===== src/rtl/mux_n_reg.sv =====
// mux_n_reg: N-channel valid/ready multiplexer feeding a one-entry output
// register. Channel choice is either a fixed select (sel) or, when the
// MUX_N_REG_RR_EN macro is defined, a round-robin scan selected by mode.
// Without MUX_N_REG_RR_EN the mode input is ignored and no pointer exists.
//
// Handshake: a word moves across an interface on a rising edge where
// valid && ready are both high. Valid never waits on ready. On the input
// side at most one in_ready bit is high, and only while the output
// register can load (empty, or being drained this same cycle). On the
// output side, out_data/out_chan are stable while out_valid && !out_ready.
module mux_n_reg #(
  parameter int WIDTH    = 32,
  parameter int CHANNELS = 4,
  localparam int SEL_W   = $clog2(CHANNELS)
) (
  input  logic                      clk,
  input  logic                      rst,
  input  logic [CHANNELS*WIDTH-1:0] in_data,
  input  logic [CHANNELS-1:0]       in_valid,
  output logic [CHANNELS-1:0]       in_ready,
  input  logic [SEL_W-1:0]          sel,
  input  logic                      mode,
  output logic [WIDTH-1:0]          out_data,
  output logic [SEL_W-1:0]          out_chan,
  output logic                      out_valid,
  input  logic                      out_ready
);

  // Channel count at index width plus one, so index arithmetic can wrap.
  localparam logic [SEL_W:0] CH_CNT = (SEL_W+1)'(CHANNELS);

  logic             load_en;
  logic             fx_ok;
  logic [SEL_W-1:0] fx_pick;
  logic             pick_ok;
  logic [SEL_W-1:0] pick;
  logic [WIDTH-1:0] pick_word;
  logic             xfer;

  // The output register can take a new word when empty or being drained.
  assign load_en = !out_valid || out_ready;

  // Fixed select: an out-of-range sel chooses nothing.
  always_comb begin
    fx_ok   = ({1'b0, sel} < CH_CNT);
    fx_pick = sel;
  end

`ifdef MUX_N_REG_RR_EN
  logic [SEL_W-1:0] ptr;
  logic             rr_ok;
  logic [SEL_W-1:0] rr_pick;
  logic [SEL_W-1:0] ptr_next;

  // Round-robin scan: first valid channel at ptr, ptr+1, ... modulo CHANNELS.
  always_comb begin
    logic [SEL_W:0] idx;
    rr_ok   = 1'b0;
    rr_pick = '0;
    idx     = '0;
    for (int k = 0; k < CHANNELS; k++) begin
      idx = {1'b0, ptr} + (SEL_W+1)'(k);
      if (idx >= CH_CNT) begin
        idx = idx - CH_CNT;
      end
      if (!rr_ok && in_valid[idx[SEL_W-1:0]]) begin
        rr_ok   = 1'b1;
        rr_pick = idx[SEL_W-1:0];
      end
    end
  end

  // Mode picks between the round-robin and fixed choice.
  always_comb begin
    pick_ok = mode ? rr_ok   : fx_ok;
    pick    = mode ? rr_pick : fx_pick;
  end

  // Pointer advance value: one past the granted channel, wrapped.
  always_comb begin
    logic [SEL_W:0] nxt;
    nxt = {1'b0, pick} + (SEL_W+1)'(1);
    if (nxt >= CH_CNT) begin
      nxt = '0;
    end
    ptr_next = nxt[SEL_W-1:0];
  end

  // Pointer moves only when a round-robin grant actually transfers.
  always_ff @(posedge clk or posedge rst) begin
    if (rst) begin
      ptr <= '0;
    end else if (xfer && mode) begin
      ptr <= ptr_next;
    end
  end
`else
  // mode has no meaning in this build; keep it visibly consumed.
  logic unused_mode;
  assign unused_mode = mode;

  // Fixed select is the only choice in this build.
  always_comb begin
    pick_ok = fx_ok;
    pick    = fx_pick;
  end
`endif

  // One-hot ready to the chosen channel; held low during reset.
  always_comb begin
    in_ready = '0;
    for (int i = 0; i < CHANNELS; i++) begin
      if (!rst && load_en && pick_ok && (pick == SEL_W'(i))) begin
        in_ready[i] = 1'b1;
      end
    end
  end

  // Word of the chosen channel.
  always_comb begin
    pick_word = '0;
    for (int i = 0; i < CHANNELS; i++) begin
      if (pick == SEL_W'(i)) begin
        pick_word = in_data[i*WIDTH +: WIDTH];
      end
    end
  end

  assign xfer = |(in_valid & in_ready);

  // Output register: load on transfer (also covers drain+refill in one
  // edge), clear valid on a drain without refill, otherwise hold.
  always_ff @(posedge clk or posedge rst) begin
    if (rst) begin
      out_valid <= 1'b0;
      out_data  <= '0;
      out_chan  <= '0;
    end else if (xfer) begin
      out_valid <= 1'b1;
      out_data  <= pick_word;
      out_chan  <= pick;
    end else if (out_valid && out_ready) begin
      out_valid <= 1'b0;
    end
  end

endmodule


===== config.mk =====
export PLATFORM = sky130hd
export DESIGN_NAME = mux_n_reg
export DESIGN_NICKNAME = d
export VERILOG_FILES = /design/src/rtl/mux_n_reg.sv
export SDC_FILE = /design/constraint.sdc
export NUM_CORES = 1
export LEC_CHECK = 0
export ABC_AREA = 1
export CORE_ASPECT_RATIO = 2
export CORE_MARGIN = 4
export CORE_UTILIZATION = 30
export CTS_CLUSTER_SIZE = 28
export DETAILED_ROUTE_END_ITERATION = 6
export GPL_ROUTABILITY_DRIVEN = 0
export PLACE_DENSITY = 0.77
export SYNTH_ARGS = -nofsm -noshare
export SYNTH_HDL_FRONTEND = slang
export SYNTH_SLANG_ARGS = --single-unit

===== constraint.sdc =====
create_clock -name clk -period 1.3 [get_ports clk]
set_input_delay 0.13 -clock clk [delete_from_list [all_inputs] [get_ports clk]]
set_output_delay 0.13 -clock clk [all_outputs]
set_load 0.02 [all_outputs]

; ---- Word level (Yosys, flattened, before mapping)
; Cells that the tools add are included.
[word_totals]
ff_bits = 35
wordCells = 29
[op_classes]
muxes = 10
bitwise_logic = 1
eq_ne = 3
reduce_logical = 12
[ops]
columns = cell, n
row1 = $mux W32, 4
row2 = $logic_and A1 B1 Y1, 6
row3 = $mux W1, 6
row4 = $and A4 B4 Y4, 1
row5 = $eq A2 B2 Y1 const B, 2
row6 = $reduce_or A4 Y1, 1
row7 = $eq A2 B1 Y1 const B, 1
row8 = $logic_not A1 Y1, 2
row9 = $logic_not A2 Y1, 1
row10 = $reduce_bool A2 Y1, 1
row11 = $logic_or A1 B1 Y1, 1

; ---- Logic depth before layout (Yosys ltp)
; Gate-level depths: netlist of run 1.
[depth]
word_depth = 8
ltp_mapped = 8
mapped_depth_nobuf = 7

; ---- Worst setup path after synthesis of run 1
; Ideal clock, no wire load.
[synth_timing]
kind = in2reg
start = input port rst
end = register out_data[0]
n_path_buf = 1
t_required_ns = 1.177
setup_time_ns = 0.123
path_stages = 7
arrival_time_ns = 1.563
path_slack_ns = -0.386
path_cell_list = inv_1 nand4_1 nand2_2 nor2_4 buf_6 nand2_1 nand2_1
[synth_via]
elab_chain_len = 6
[synth_lines]
columns = element, line_no
row1 = from (decl), 17  ; input logic rst,
row2 = $logic_not A1 Y1 (no line) *, n/a
row3 = $logic_and A1 B1 Y1 *, 113  ; if (!rst && load_en && pick_ok && (pick == SEL_W'(i))) begin
row4 = $logic_and A1 B1 Y1, 113
row5 = $mux W1, 113
row6 = $and A4 B4 Y4 *, 129  ; assign xfer = |(in_valid & in_ready);
row7 = $reduce_or A4 Y1 *, 129
row8 = to (signal assigned), 140  ; out_data <= pick_word;
row9 = to (decl), 23  ; output logic [WIDTH-1:0] out_data,
; Mark *: on every way between the ends. The rest lies on a longest branch, timed or not.
; A chain may end at the register's enable or synchronous reset.

; ---- Worst setup path after layout of run 1
[layout_timing]
start = register out_valid
end = output port in_ready[1]
[layout_via]
elab_chain_len = 5
[layout_lines]
columns = element, line_no
row1 = from (decl), 25  ; output logic out_valid,
row2 = from (signal assigned), 135  ; out_valid <= 1'b0;
row3 = from (signal assigned), 139  ; out_valid <= 1'b1;
row4 = from (signal assigned), 143  ; out_valid <= 1'b0;
row5 = $logic_not A1 Y1, 41  ; assign load_en = !out_valid || out_ready;
row6 = $logic_or A1 B1 Y1, 41
row7 = $logic_and A1 B1 Y1 (2 in a row), 113
row8 = $mux W1, 113
row9 = to (decl), 20  ; output logic [CHANNELS-1:0] in_ready,
; No other way between the ends.

==> impl_summary.txt, run 1 <==
----------------------------------------------------
[Outcome]
  Status ... finished with violations
  Failing checks ... negative setup slack

[Finish]
  Area growth from synthesis to layout ... 103%
  # nets final ... 668
  Post-route cell area ... around 4500 µm²
  Number of diodes ... 0
  Share of post-route cells with drive strength above 1 ... 0.137
  Post-layout utilization of the core ... 0.625
  Number of fill cells ... 684
  Most common library cell in the layout ignoring fill and taps ... sky130_fd_sc_hd__nand2_1
  Most used cells in the layout excluding fill and tap cells ... 182 x sky130_fd_sc_hd__nand2_1, 133 x sky130_fd_sc_hd__clkdlybuf4s50_1, 35 x sky130_fd_sc_hd__dfrtp_1, 35 x sky130_fd_sc_hd__dlygate4sd2_1, 34 x sky130_fd_sc_hd__nand4_1
  Non-filler cells, final ... 623

[Clocking]
  Number of buffers added to fix hold violations after cts ... 0
  Worst-Skew Late Latency ... 0.27 ns
  Sinks on Clock Net ... 35
  Clock-pin slew on the worst setup and hold paths ... 0.05 ns
  Buffer cell driving the clock tree root ... sky130_fd_sc_hd__clkbuf_16
  CTS tree ... built
  Clock Path Buffers ... 2
  Num CTS Buffers ... 5
  H-Tree Depth ... 2

[Power]
  Power density over cell area ... 1050 nW/µm²
  Pwr Total ... ~4.8 mW
  Max IR drop VDD ... 632 µV
  Leakage power ... 2.14 nW

[Timing]
  Setup TNS ... -7.09 ns
  Smallest hold slack ... 0.203 ns
  Clock skew ... between 0.0015 and 0.002 ns
  Setup-failing EPs final ... 40
  Unrepaired setup endpoints after global routing ... yes
  Post-layout worst setup margin ... -0.243 ns
  Portion of the clock cycle consumed by the worst path in the final layout ... 1.19
  Post-route minimum period ... 1.54 ns
  Slew headroom ... 0.691
  Slew of the pin with the lowest slew margin ... around 0.46 ns
  Final number of max-transition violations ... 0
  Final-report hold violation count ... 0
  Fmax ... 648 MHz

[Global route]
  Via count of the first global-routing pass ... 3089
  Grt peak-use layer ... met2
  Global Route met1 Usage ... 0.179
  GR Layer Usage met2 ... 0.423
  Maximum number of pins on one net before global-route repair ... 36
  Met3 layer usage reported by global route ... 0.0455
  Wire length of the first global-routing pass ... 14.5 mm
  Overall Global Routing Usage ... 0.204
  Overflow left after global routing ... 0
  Initial antenna violation count ... 0

[Worst setup path]
  Max Fanout on Critical Path ... 4
  Worst R2R Setup Slack ... -0.21 ns
  Worst Reg2Reg Path Length in Cells ... 9
  Crit Reg-Reg Endpoint ... out_data[27]
  Data required time of the worst path ... around 1.2 ns
  Worst setup SP type ... flip-flop
  Critical path launch point ... out_valid
  Critical setup path kind ... reg -> out
  Kind of cell adding the most delay to the critical path ... flip-flops
  Critical path capture point type ... output pin
  CP Buf/Inv Count ... 3
  Cell type with the highest occurrence count on the critical path ... sky130_fd_sc_hd__buf_4
  Crit Reg-Reg Startpoint ... out_valid
  Largest stage delay, worst path ... 0.44 ns
  Cell chain of the critical path ... a21oi_2, buf_4, inv_4, nor3_2, buf_4
  Arrival time of the worst setup path ... 1.41 ns
  Slowest cell on crit path ... sky130_fd_sc_hd__dfrtp_1

[Place]
  I/O Buffers ... ~180
  Total half-perimeter wirelength after legalization and detailed placement ... 7.37 mm
  Placement Setup Slack ... -0.538 ns
  Placement-stage cell area ... 4210 µm²
  Dpl cells ... 608

[Floorplan]
  Row cnt ... 44
  Starting Density ... 0.308
  Number of I/O pins ... 177
  Placeable core region ... approximately 7300 µm²
  Die width ... just under 70 µm
  Die extent in y ... 130 µm
  Area of the die ... 8980 µm²

[Yosys]
  Sequential cell area fraction in the yosys report ... 0.392
  Cell area after synthesis ... 2230 µm²
  Number of synthesis warnings ... 0
  Post-synthesis average cell area ... about 6.5 µm²
  Cell count after synthesis ... 342
  Count of state elements after synthesis ... 35
  Net count of the mapped netlist ... 480
  Number of distinct standard cells referenced by the synthesized netlist ... 19

[Route]
  Count of TritonRoute iterations in the first routing pass ... 4
  Via count ... slightly above 3000
  Per-cell routed wire length ... 16.0 µm
  Sum of routed wire length over all layers ... 9.94 mm
  Vias/cell ... between 4 and 5
  DRC violations left ... 0
  Number of violations reported at the end of detailed-routing iteration 0 ... ~110
  Antenna violation net count after detailed routing ... 0

[Hold path]
  HP Class ... in -> async

[Flow run]
  Reported max-cap violation count ... 0

----------------------------------------------------
## layout make-up
cell class | instances | area [µm²] | area share
inverter | 7 | 32.5 | 0.00716
clock buffer | 8 | 156 | 0.0344
sequential | 35 | 876 | 0.193
timing repair buffer | 202 | 2050 | 0.451
multi-input combinational | 279 | 1320 | 0.289
tap | 92 | 115 | 0.0253
## report_power, final
group          switching [mW]  internal [mW]
Combinational            1.04          0.977
Sequential              0.158           1.36
Clock                   0.411          0.815
## how the worst max path moves through the flow
stage,to,slack (ns),depth (start not counted)
global placement,in_ready[2],-0.48,6
detailed placement,in_ready[3],-0.54,6
finish,in_ready[1],-0.24,5
global route,out_data[10],-0.28,10
CTS,out_data[12],-0.17,9
floorplan,out_data[14],-0.24,6
## registers in the layout, indices dropped and copies added (netlist names)
signal / flops
out_chan: 2
out_data: 32
out_valid: 1
## Yosys cell counts
cell type	n	area, µm²
sky130_fd_sc_hd__nand2_1	199	747
sky130_fd_sc_hd__dfrtp_1	35	876
sky130_fd_sc_hd__nand4_1	34	213
sky130_fd_sc_hd__o21ai_0	27	135
sky130_fd_sc_hd__buf_2	11	55.1
sky130_fd_sc_hd__o21ai_1	6	30.0
sky130_fd_sc_hd__inv_1	4	15.0
sky130_fd_sc_hd__buf_4	3	22.5
sky130_fd_sc_hd__buf_6	3	33.8
sky130_fd_sc_hd__clkbuf_1	3	11.3
sky130_fd_sc_hd__inv_2	3	11.3
sky130_fd_sc_hd__nor3_1	3	15.0
sky130_fd_sc_hd__nand2_2	2	12.5
sky130_fd_sc_hd__nand3_1	2	10.0
sky130_fd_sc_hd__nor2_2	2	12.5
sky130_fd_sc_hd__nor2_4	2	22.5
sky130_fd_sc_hd__a21oi_1	1	5.00
sky130_fd_sc_hd__buf_1	1	3.75
sky130_fd_sc_hd__nor2_1	1	3.75
## worst register-to-register path, stage by stage, from the launching register on
cell,delay (ns)
sky130_fd_sc_hd__dfrtp_1,0.44
sky130_fd_sc_hd__a21oi_2,0.20
sky130_fd_sc_hd__buf_4,0.15
sky130_fd_sc_hd__nand3_2,0.08
sky130_fd_sc_hd__nand2_4,0.09
sky130_fd_sc_hd__nor2_4,0.05
sky130_fd_sc_hd__buf_12,0.13
sky130_fd_sc_hd__clkbuf_16,0.16
sky130_fd_sc_hd__nand2_2,0.05
sky130_fd_sc_hd__nand2_1,0.05
## kinds of logic (layout without fill, tap and decap cells)
| kind of cell | Yosys count | count (layout) | share of synthesized area |
|---|---|---|---|
| compound gates | 34 | 34 | 0.0761 |
| flops | 35 | 35 | 0.392 |
| simple gates | 245 | 245 | 0.464 |
| buf+inv | 28 | 217 | 0.0683 |
## timing repair
| action | CTS | global route |
|---|---|---|
| pin swaps | 1 | 5 |
| endpoints found under the setup margin | 74 | 40 |
| gates cloned | 1 | 3 |
| resized for setup | 66 | 30 |
| setup buffers | 3 | 1 |
## routing by layer
metal	share of wire	vias up	wire (µm)
li1	-	1490	-
met1	0.33	1386	3260
met2	0.58	127	5770
met3	0.054	25	538
met4	0.038	0	380
met5	0	-	0
Power figures use the tool's default switching activity.
==> inputs of run 2 (changes only) <==
--- a/config.mk
+++ b/config.mk
@@ -6,6 +6,7 @@
 export NUM_CORES = 1
 export LEC_CHECK = 0
 export ABC_AREA = 1
+export CAP_MARGIN = 0
 export CORE_ASPECT_RATIO = 2
 export CORE_MARGIN = 4
 export CORE_UTILIZATION = 30
==> results of run 2 <==
No change in the layout: final DEF, timing and power equal those of run 1.
